<file path="config.mk">
export PLATFORM = sky130hd
export DESIGN_NAME = md_issue_ctrl_flat
export DESIGN_NICKNAME = d
export VERILOG_FILES = /design/src/rtl/md_issue_ctrl_if.sv /design/src/rtl/md_issue_ctrl.sv /design/src/flat_wrapper.sv
export SDC_FILE = /design/constraint.sdc
export NUM_CORES = 1
export LEC_CHECK = 0
export ABC_AREA = 1
export BUFFER_PORTS_ARGS = -buffer_cell sky130_fd_sc_hd__buf_2
export CORE_UTILIZATION = 51
export DETAILED_ROUTE_END_ITERATION = 8
export GPL_TIMING_DRIVEN = 0
export PLACE_DENSITY_LB_ADDON = 0.05
export SLEW_MARGIN = 20
export SYNTH_ARGS = -nofsm -noshare
export SYNTH_HDL_FRONTEND = slang
export SYNTH_SLANG_ARGS = --single-unit
</file>
<file path="constraint.sdc">
create_clock -name clk -period 3.6 [get_ports clk]
set_input_delay 0.72 -clock clk [delete_from_list [all_inputs] [get_ports clk]]
set_output_delay 0.72 -clock clk [all_outputs]
set_load 0.02 [all_outputs]
</file>
<file path="src/rtl/md_issue_ctrl_if.sv">
// md_issue_ctrl_if: decode-side request, flush, and MD unit handshake for md_issue_ctrl.
interface md_issue_ctrl_if;
    logic        d_valid;
    logic [3:0]  d_mdop;
    logic [31:0] d_a;
    logic [31:0] d_b;
    logic        e_flush;
    logic        md_busy;
    logic        md_en;
    logic [3:0]  md_op;
    logic [31:0] md_a;
    logic [31:0] md_b;
    logic        stall_d;
    logic        lat_err;
    modport master (
        input  d_valid, d_mdop, d_a, d_b, e_flush, md_busy,
        output md_en, md_op, md_a, md_b, stall_d, lat_err
    );
    modport slave (
        output d_valid, d_mdop, d_a, d_b, e_flush, md_busy,
        input  md_en, md_op, md_a, md_b, stall_d, lat_err
    );
endinterface

</file>
<file path="src/rtl/md_issue_ctrl.sv">
// md_issue_ctrl: issues multiply/divide-class ops to the MD unit and stalls decode while it is occupied.
module md_issue_ctrl (
    input logic             clk,
    input logic             reset,
    md_issue_ctrl_if.master bus
);
    typedef enum logic [1:0] {IDLE, ISSUE, RUN} state_t;
    state_t      state_q, state_d;
    logic [3:0]  cnt_q, cnt_d;
    logic [3:0]  op_q, op_d;
    logic [31:0] a_q, a_d;
    logic [31:0] b_q, b_d;
    logic        lat_err_q, lat_err_d;
    logic        op_ok;
    assign op_ok = bus.d_mdop != 4'd0 && bus.d_mdop <= 4'd8;
    always_comb begin
        state_d   = state_q;
        cnt_d     = cnt_q;
        op_d      = op_q;
        a_d       = a_q;
        b_d       = b_q;
        lat_err_d = lat_err_q;
        case (state_q)
            IDLE: if (bus.d_valid && !bus.md_busy && op_ok) begin
                op_d    = bus.d_mdop;
                a_d     = bus.d_a;
                b_d     = bus.d_b;
                state_d = ISSUE;
            end
            // mf/mt ops (5..8) finish in the issue cycle; a flushed op never reaches the unit
            ISSUE: if (bus.e_flush || op_q > 4'd4) state_d = IDLE;
            else begin
                state_d = RUN;
                cnt_d   = op_q <= 4'd2 ? 4'd5 : 4'd10;
            end
            RUN: begin
                cnt_d     = cnt_q != 4'd0 ? cnt_q - 4'd1 : cnt_q;
                lat_err_d = lat_err_q | (cnt_q == 4'd0 && bus.md_busy) | (cnt_q >= 4'd2 && !bus.md_busy);
                if (cnt_q == 4'd0 && !bus.md_busy) state_d = IDLE;
            end
            default: state_d = IDLE;
        endcase
    end
    always_ff @(posedge clk or posedge reset) begin
        if (reset) begin
            state_q   <= IDLE;
            cnt_q     <= 4'd0;
            op_q      <= 4'd0;
            a_q       <= 32'd0;
            b_q       <= 32'd0;
            lat_err_q <= 1'b0;
        end else begin
            state_q   <= state_d;
            cnt_q     <= cnt_d;
            op_q      <= op_d;
            a_q       <= a_d;
            b_q       <= b_d;
            lat_err_q <= lat_err_d;
        end
    end
    assign bus.md_en   = state_q == ISSUE && !bus.e_flush;
    assign bus.md_op   = op_q;
    assign bus.md_a    = a_q;
    assign bus.md_b    = b_q;
    assign bus.lat_err = lat_err_q;
    assign bus.stall_d = bus.d_valid && op_ok && (state_q != IDLE || bus.md_busy);
endmodule

</file>
<file path="src/flat_wrapper.sv">
// flat-port wrapper written by rule: the top's interface ports become plain ports
module md_issue_ctrl_flat 
  (clk, reset, bus_d_valid, bus_d_mdop, bus_d_a, bus_d_b, bus_e_flush, bus_md_busy, bus_md_en, bus_md_op, bus_md_a, bus_md_b, bus_stall_d, bus_lat_err);
  md_issue_ctrl_if bus_i ();
  input logic clk;
  input logic reset;
  input wire logic [$bits(bus_i.d_valid)-1:0] bus_d_valid;
  input wire logic [$bits(bus_i.d_mdop)-1:0] bus_d_mdop;
  input wire logic [$bits(bus_i.d_a)-1:0] bus_d_a;
  input wire logic [$bits(bus_i.d_b)-1:0] bus_d_b;
  input wire logic [$bits(bus_i.e_flush)-1:0] bus_e_flush;
  input wire logic [$bits(bus_i.md_busy)-1:0] bus_md_busy;
  output wire logic [$bits(bus_i.md_en)-1:0] bus_md_en;
  output wire logic [$bits(bus_i.md_op)-1:0] bus_md_op;
  output wire logic [$bits(bus_i.md_a)-1:0] bus_md_a;
  output wire logic [$bits(bus_i.md_b)-1:0] bus_md_b;
  output wire logic [$bits(bus_i.stall_d)-1:0] bus_stall_d;
  output wire logic [$bits(bus_i.lat_err)-1:0] bus_lat_err;
  assign bus_i.d_valid = bus_d_valid;
  assign bus_i.d_mdop = bus_d_mdop;
  assign bus_i.d_a = bus_d_a;
  assign bus_i.d_b = bus_d_b;
  assign bus_i.e_flush = bus_e_flush;
  assign bus_i.md_busy = bus_md_busy;
  assign bus_md_en = bus_i.md_en;
  assign bus_md_op = bus_i.md_op;
  assign bus_md_a = bus_i.md_a;
  assign bus_md_b = bus_i.md_b;
  assign bus_stall_d = bus_i.stall_d;
  assign bus_lat_err = bus_i.lat_err;
  md_issue_ctrl u_core (.clk(clk), .reset(reset), .bus(bus_i));
endmodule
</file>
==> results of run 1 <==
==> area by class of cell <==
type	count	area, µm²
well taps	75	93.8
repair buffers	144	736
flip-flops and latches	75	1880
plain buffers	14	91.3
multi-input cells	205	978
clock inverters	2	37.5
inverters	83	314
clock buffers	12	145
fillers	532	1750
==> cell families after synthesis <==
family,count (synthesis),share of synthesized area [%]
XOR/XNOR,1,0.269
AO/OA/AOI/OAI,73,11.3
adder cells (fa/ha/maj),7,2.69
buffers and inverters,97,12.4
flip-flops,75,57.6
AND/OR/NAND/NOR,124,15.8
==> how the worst max path moves through the flow <==
stage          slack, ns  cells after the start                   to
6_report            1.34                      6          bus_stall_d
5_1_grt             1.24                      6          bus_stall_d
4_1_cts             1.33                      6          bus_stall_d
3_5_place_dp        1.40                      7          bus_stall_d
3_3_place_gp        0.09                      2  u_core.bus.md_a[13]
2_1_floorplan       0.97                      1   u_core.bus.lat_err
==> sequential cells by signal, indices dropped and copies added, names as in the netlist <==
register / count
u_core.bus.md_a: 32
u_core.bus.md_b: 32
u_core.bus.md_op: 4
u_core.cnt_q: 4
u_core.state_q: 2
u_core.bus.lat_err: 1
==> metal layers <==
layer  wire (µm)  global-route usage [%]
met3         540                    8.00
met4         113                    8.77
met1        3090                    30.0
met5           0                       0
met2        3580                    37.8
==> cell usage after synthesis <==
cell type	instances
nor2_2	1
nand2_1	98
nand3_2	1
nor2_1	8
nand2_2	1
a21o_1	1
xnor2_1	1
inv_1	83
dfrtp_1	75
buf_6	5
o21ai_1	40
nor3_1	1
o21ai_0	32
clkbuf_1	8
nand4_4	1
ha_1	7
nor3b_1	1
nand3_1	12
buf_2	1
==> cells in the final DEF (no fill, tap or decap) <==
cell type   count
buf_2         144
clkbuf_1       10
inv_1          82
o21ai_1        40
ha_1            7
nand3_1        12
nand2_1        98
clkbuf_8       10
xnor2_1         1
nor3_1          1
bufinv_16       1
a21o_1          1
nand4_4         1
buf_12          1
inv_4           1
nor2_1          8
o21ai_0        32
nor3b_1         1
dfrtp_1        75
clkinvlp_4      1
nor2_2          1
nand2_2         1
buf_6           5
nand3_2         1
==> power by group <==
group / switching, µW / internal, µW / total [µW]
clock network: 284 / 333 / 616
registers: 219 / 1230 / 1450
logic: 1030 / 555 / 1580
total: 1530 / 2110 / 3640
==> per-stage QoR <==
stage          worst slack (ns)  hold slack, ns  area, µm²  std cells  power, µW
6_report                   1.34           0.416       4270        610       3640
5_1_grt                    1.24           0.449       4270        610       3930
4_1_cts                    1.33           0.429       4270        610       3680
3_5_place_dp               1.40           0.439       4090        596       3050
3_3_place_gp             0.0928           0.439       4070        595       2990
2_1_floorplan             0.970           0.458       3260        377       2460
==> worst register-to-register path, cell delays in order, from the launching register on <==
cell,delay (ns)
dfrtp_1,0.41
inv_1,0.13
ha_1,0.19
inv_1,0.05
nor2_1,0.19
nand4_4,0.24
buf_6,0.22
buf_6,0.14
nand2_1,0.06
o21ai_1,0.07
==> metrics, run 1 <==
Yosys warning total=0; FP Rows=28; Syn Std Cell Area=3260 µm²; Leak Pwr=0.00257 µW; clk sinks=75; DP HPWL=5500 µm; DRC Markers=0; CP bufs+invs=3; Worst path slowest cell=dfrtp_1; area share of the largest cell type after synthesis=57.6%; Max-Cap Viols=0; Placer Congestion=0.760; IO Pins=144; RSZ-0062 raised after global routing=no; buffer count from post-CTS setup fixing=0; remaining antenna violation count after routing=0; Synth area leaders=dfrtp_1 (58%), nand2_1 (11%), inv_1 (9.6%), o21ai_1 (6.1%), o21ai_0 (4.9%); critical path class=register to output port; gr usage total=23.7%; r2r startpoint=u_core.state_q[0]; crit path DAT=1.54 ns; H-Tree Level Count=3; Mean Syn Cell Area=8.64 µm²; TritonCTS buffer count=9; CP Launch Type=register; # setup viols final=0; PD cells=852 nW/µm²; share of layout cells above drive strength 1=31.2%; initial DRC count=143; wire per inst=12.0 µm; initial antenna violation count=0; hold_buf cts=0; number of diodes=0; minimum clock period=2.26 ns; status=finished clean; setup TNS=0 ns; Mapped Cells=377; DR pass1 iterations=4; Die Footprint=6710 µm²; first-pass GRT wire length=11900 µm; maximum clock path buffer count=2; worst vdd ir=0.000478 V; Max Clock Freq=442 MHz; Worst-path clk slew=0.08 ns; Worst Tran Pin Value=0.511 ns; Synth cell types=19; post-route clock period utilization=62.8%; Hold WC Path Type=input pin to asynchronous set/reset pin; Setup crit end kind=output port; post-layout util=70.9%; die height=81.9 µm; vias in the first global route=2576; Synth Register Bits=75; grt total ovfl=0; Setup Skew=0.00902 ns; Synth area leader=dfrtp_1; TritonCTS clock tree=yes; Reg-to-Reg End=u_core.bus.md_a[21]; Layout area overhead=31.1%; Die Wd=81.9 µm; R2R setup slack=1.77 ns; Initial Util=54.1%; Setup crit start=u_core.state_q[0]; Core Area=6030 µm²; fin nets=612; sequential-to-total area share from yosys stat=57.6%; delay-heaviest family, CP=flip-flops; largest net degree at the start of global routing=42; syn_nets=457; relative slew slack=65.9%; vias after detailed routing=2862; critical path peak fanout=3; Slew Limit Fails=0; WP data required=2.88 ns; Root Driver=clkbuf_8; vias per std cell=4.69; worst skew pair latency=0.33 ns; worst path cell trace=inv_1, ha_1, inv_1, nor2_1, nor2_1, buf_2; Post-Route WL=7320 µm; post-cts repair resize count=0; Crit path largest cell delay=0.41 ns; I/O Buffers=143; final hold violations=0; Reg2Reg Depth=9
(Power assumes the default switching activity.)
==> run 2, diff against run 1 <==
Settings changed: CORE_UTILIZATION 51 to 47.
Clock period 3.6 ns to 2.2 ns, I/O delays scaled along.
==> run 2 against run 1 <==
Via count up 1.6%; power is 72% higher; flip-flop and latch count unchanged; sequential power is 63% higher; cell count increased by 0.82%; utilization is 3.8 points lower; die area increased by 8.3%; clock power grew 120%; critical path type unchanged; largest power group unchanged; global-route usage shrank 1.9 points.
==> metrics, run 2 (synthesis gave the netlist of run 1 again) <==
met2 usage=36.8%; met3 Resource Use GR=6.91%; H-Tree Level Count=3; DP HPWL=5570 µm; Leak Pwr=0.00262 µW; fin area=4380 µm²; vias per std cell=4.73; die height=85.3 µm; Cell Area, Placed=4120 µm²; Die Footprint=7270 µm²; PD cells=1430 nW/µm²; Max Clock Freq=502 MHz; Setup crit start=u_core.state_q[0]; initial antenna violation count=0; most frequent cells in the layout=buf_2 (144), nand2_1 (98), inv_1 (82); commonest non-fill, non-tap cell in the layout=buf_2; hold_ws=0.199 ns; relative slew slack=54.5%; Root Driver=clkbuf_8; Initial Util=49.9%; Layout area overhead=34.4%; setup TNS=0 ns; DRC Markers=0; Slew Limit Fails=0; largest net degree at the start of global routing=30; FP Rows=29; wire per inst=12.0 µm; Setup crit end kind=output port; WP data required=1.76 ns; DR pass1 iterations=4; grt total ovfl=0; remaining antenna violation count after routing=0; post-route clock period utilization=90.6%; hold_buf cts=0; gr usage total=21.9%; Sw Pwr=2520 µW; Placer Congestion=0.807; vias after detailed routing=2908; # setup viols final=0; maximum clock path buffer count=2; I/O Buffers=143; Die Wd=85.3 µm; buffer count from post-CTS setup fixing=0; final hold violations=0; critical path peak fanout=3; post-layout util=67.1%; Comb power frac=41.0%; number of diodes=0; critical path class=register to output port; post-cts repair resize count=0; Core Area=6530 µm²; TritonCTS clock tree=yes; CP Launch Type=register; Setup Skew=0.00624 ns; status=finished clean; clock network fraction of total power=21.2%; M1 GR Usage=26.1%; Worst-path clk slew=0.08 ns; Internal Power=3740 µW; worst skew pair latency=0.33 ns; RSZ-0062 raised after global routing=no; Final WS setup=0.207 ns; fin nets=613; vias in the first global route=2821; # fillers=577; crit path DAT=1.55 ns; IO Pins=144; minimum clock period=1.99 ns; Sequential Power Share=37.7%; TritonCTS buffer count=9; Post-Route WL=7360 µm; gr busiest metal=met2; first-pass GRT wire length=12400 µm; r2r startpoint=u_core.state_q[0]; share of layout cells above drive strength 1=32.0%; Max-Cap Viols=0; worst vdd ir=0.000686 V; Worst Tran Pin Value=0.682 ns; Hold WC Path Type=input pin to asynchronous set/reset pin; clk sinks=75; initial DRC count=97; pre-CTS WS=0.391 ns; Sw Share=40.3%
-- run 2: changes by cell type in the layout (fill, tap and decap cells not counted), sizes merged --
cell    change
buf         +1
bufinv      +2
clkbuf      -1
clkinv      +1
-- run 2: worst paths after layout --
check | end | cells after the start | slack [ns]
max | bus_stall_d | 6 | 0.21
min | u_core.bus.md_b[16] | 2 | 0.20
max reg2reg | u_core.bus.md_a[24] | 9 | 0.38
min reg2reg | u_core.bus.lat_err | 1 | 0.46
max in group asynchronous | u_core.cnt_q[1] | 3 | 1.44
min in group clk | u_core.bus.md_a[14] | 3 | 0.33
-- run 2: power groups by stage --
stage               Combinational, µW  Clock, µW  Sequential (µW)
finish                           2570       1330             2360
global route                     2880       1420             2450
CTS                              2600       1360             2360
detailed placement               2600          0             2380
global placement                 2530          0             2370
floorplan                         940          0             3090
-- run 2: worst max-delay path, cell delays in order, from the launching register on --
cell	delay (ns)
dfrtp_1	0.41
inv_1	0.12
ha_1	0.19
inv_1	0.05
nor2_1	0.20
nor2_1	0.09
buf_2	0.16
-- run 2: area by class of cell --
cell class | count | area [µm²] | area share [%]
plain buffers | 14 | 91.3 | 2.09
clock buffers | 11 | 151 | 3.46
clock inverters | 5 | 108 | 2.46
inverters | 83 | 315 | 7.20
multi-input cells | 205 | 978 | 22.3
flip-flops and latches | 75 | 1880 | 42.8
well taps | 77 | 96.3 | 2.20
repair buffers | 145 | 763 | 17.4
-- run 2: layer usage --
| metal | vias to the layer above | part of all wire (%) | wire length (µm) |
|---|---|---|---|
| met3 | 10 | 7.7 | 568 |
| met5 | - | 0 | 0 |
| met2 | 102 | 48 | 3540 |
| met1 | 1345 | 43 | 3150 |
| met4 | 0 | 1.3 | 98 |
| li1 | 1451 | - | - |
-- run 2: stage by stage --
| stage | power (µW) | cells |
|---|---|---|
| final | 6260 | 615 |
| after global routing | 6750 | 615 |
| after CTS | 6330 | 615 |
| after detailed placement | 4980 | 599 |
| after global placement | 4900 | 597 |
| after floorplan | 4030 | 377 |
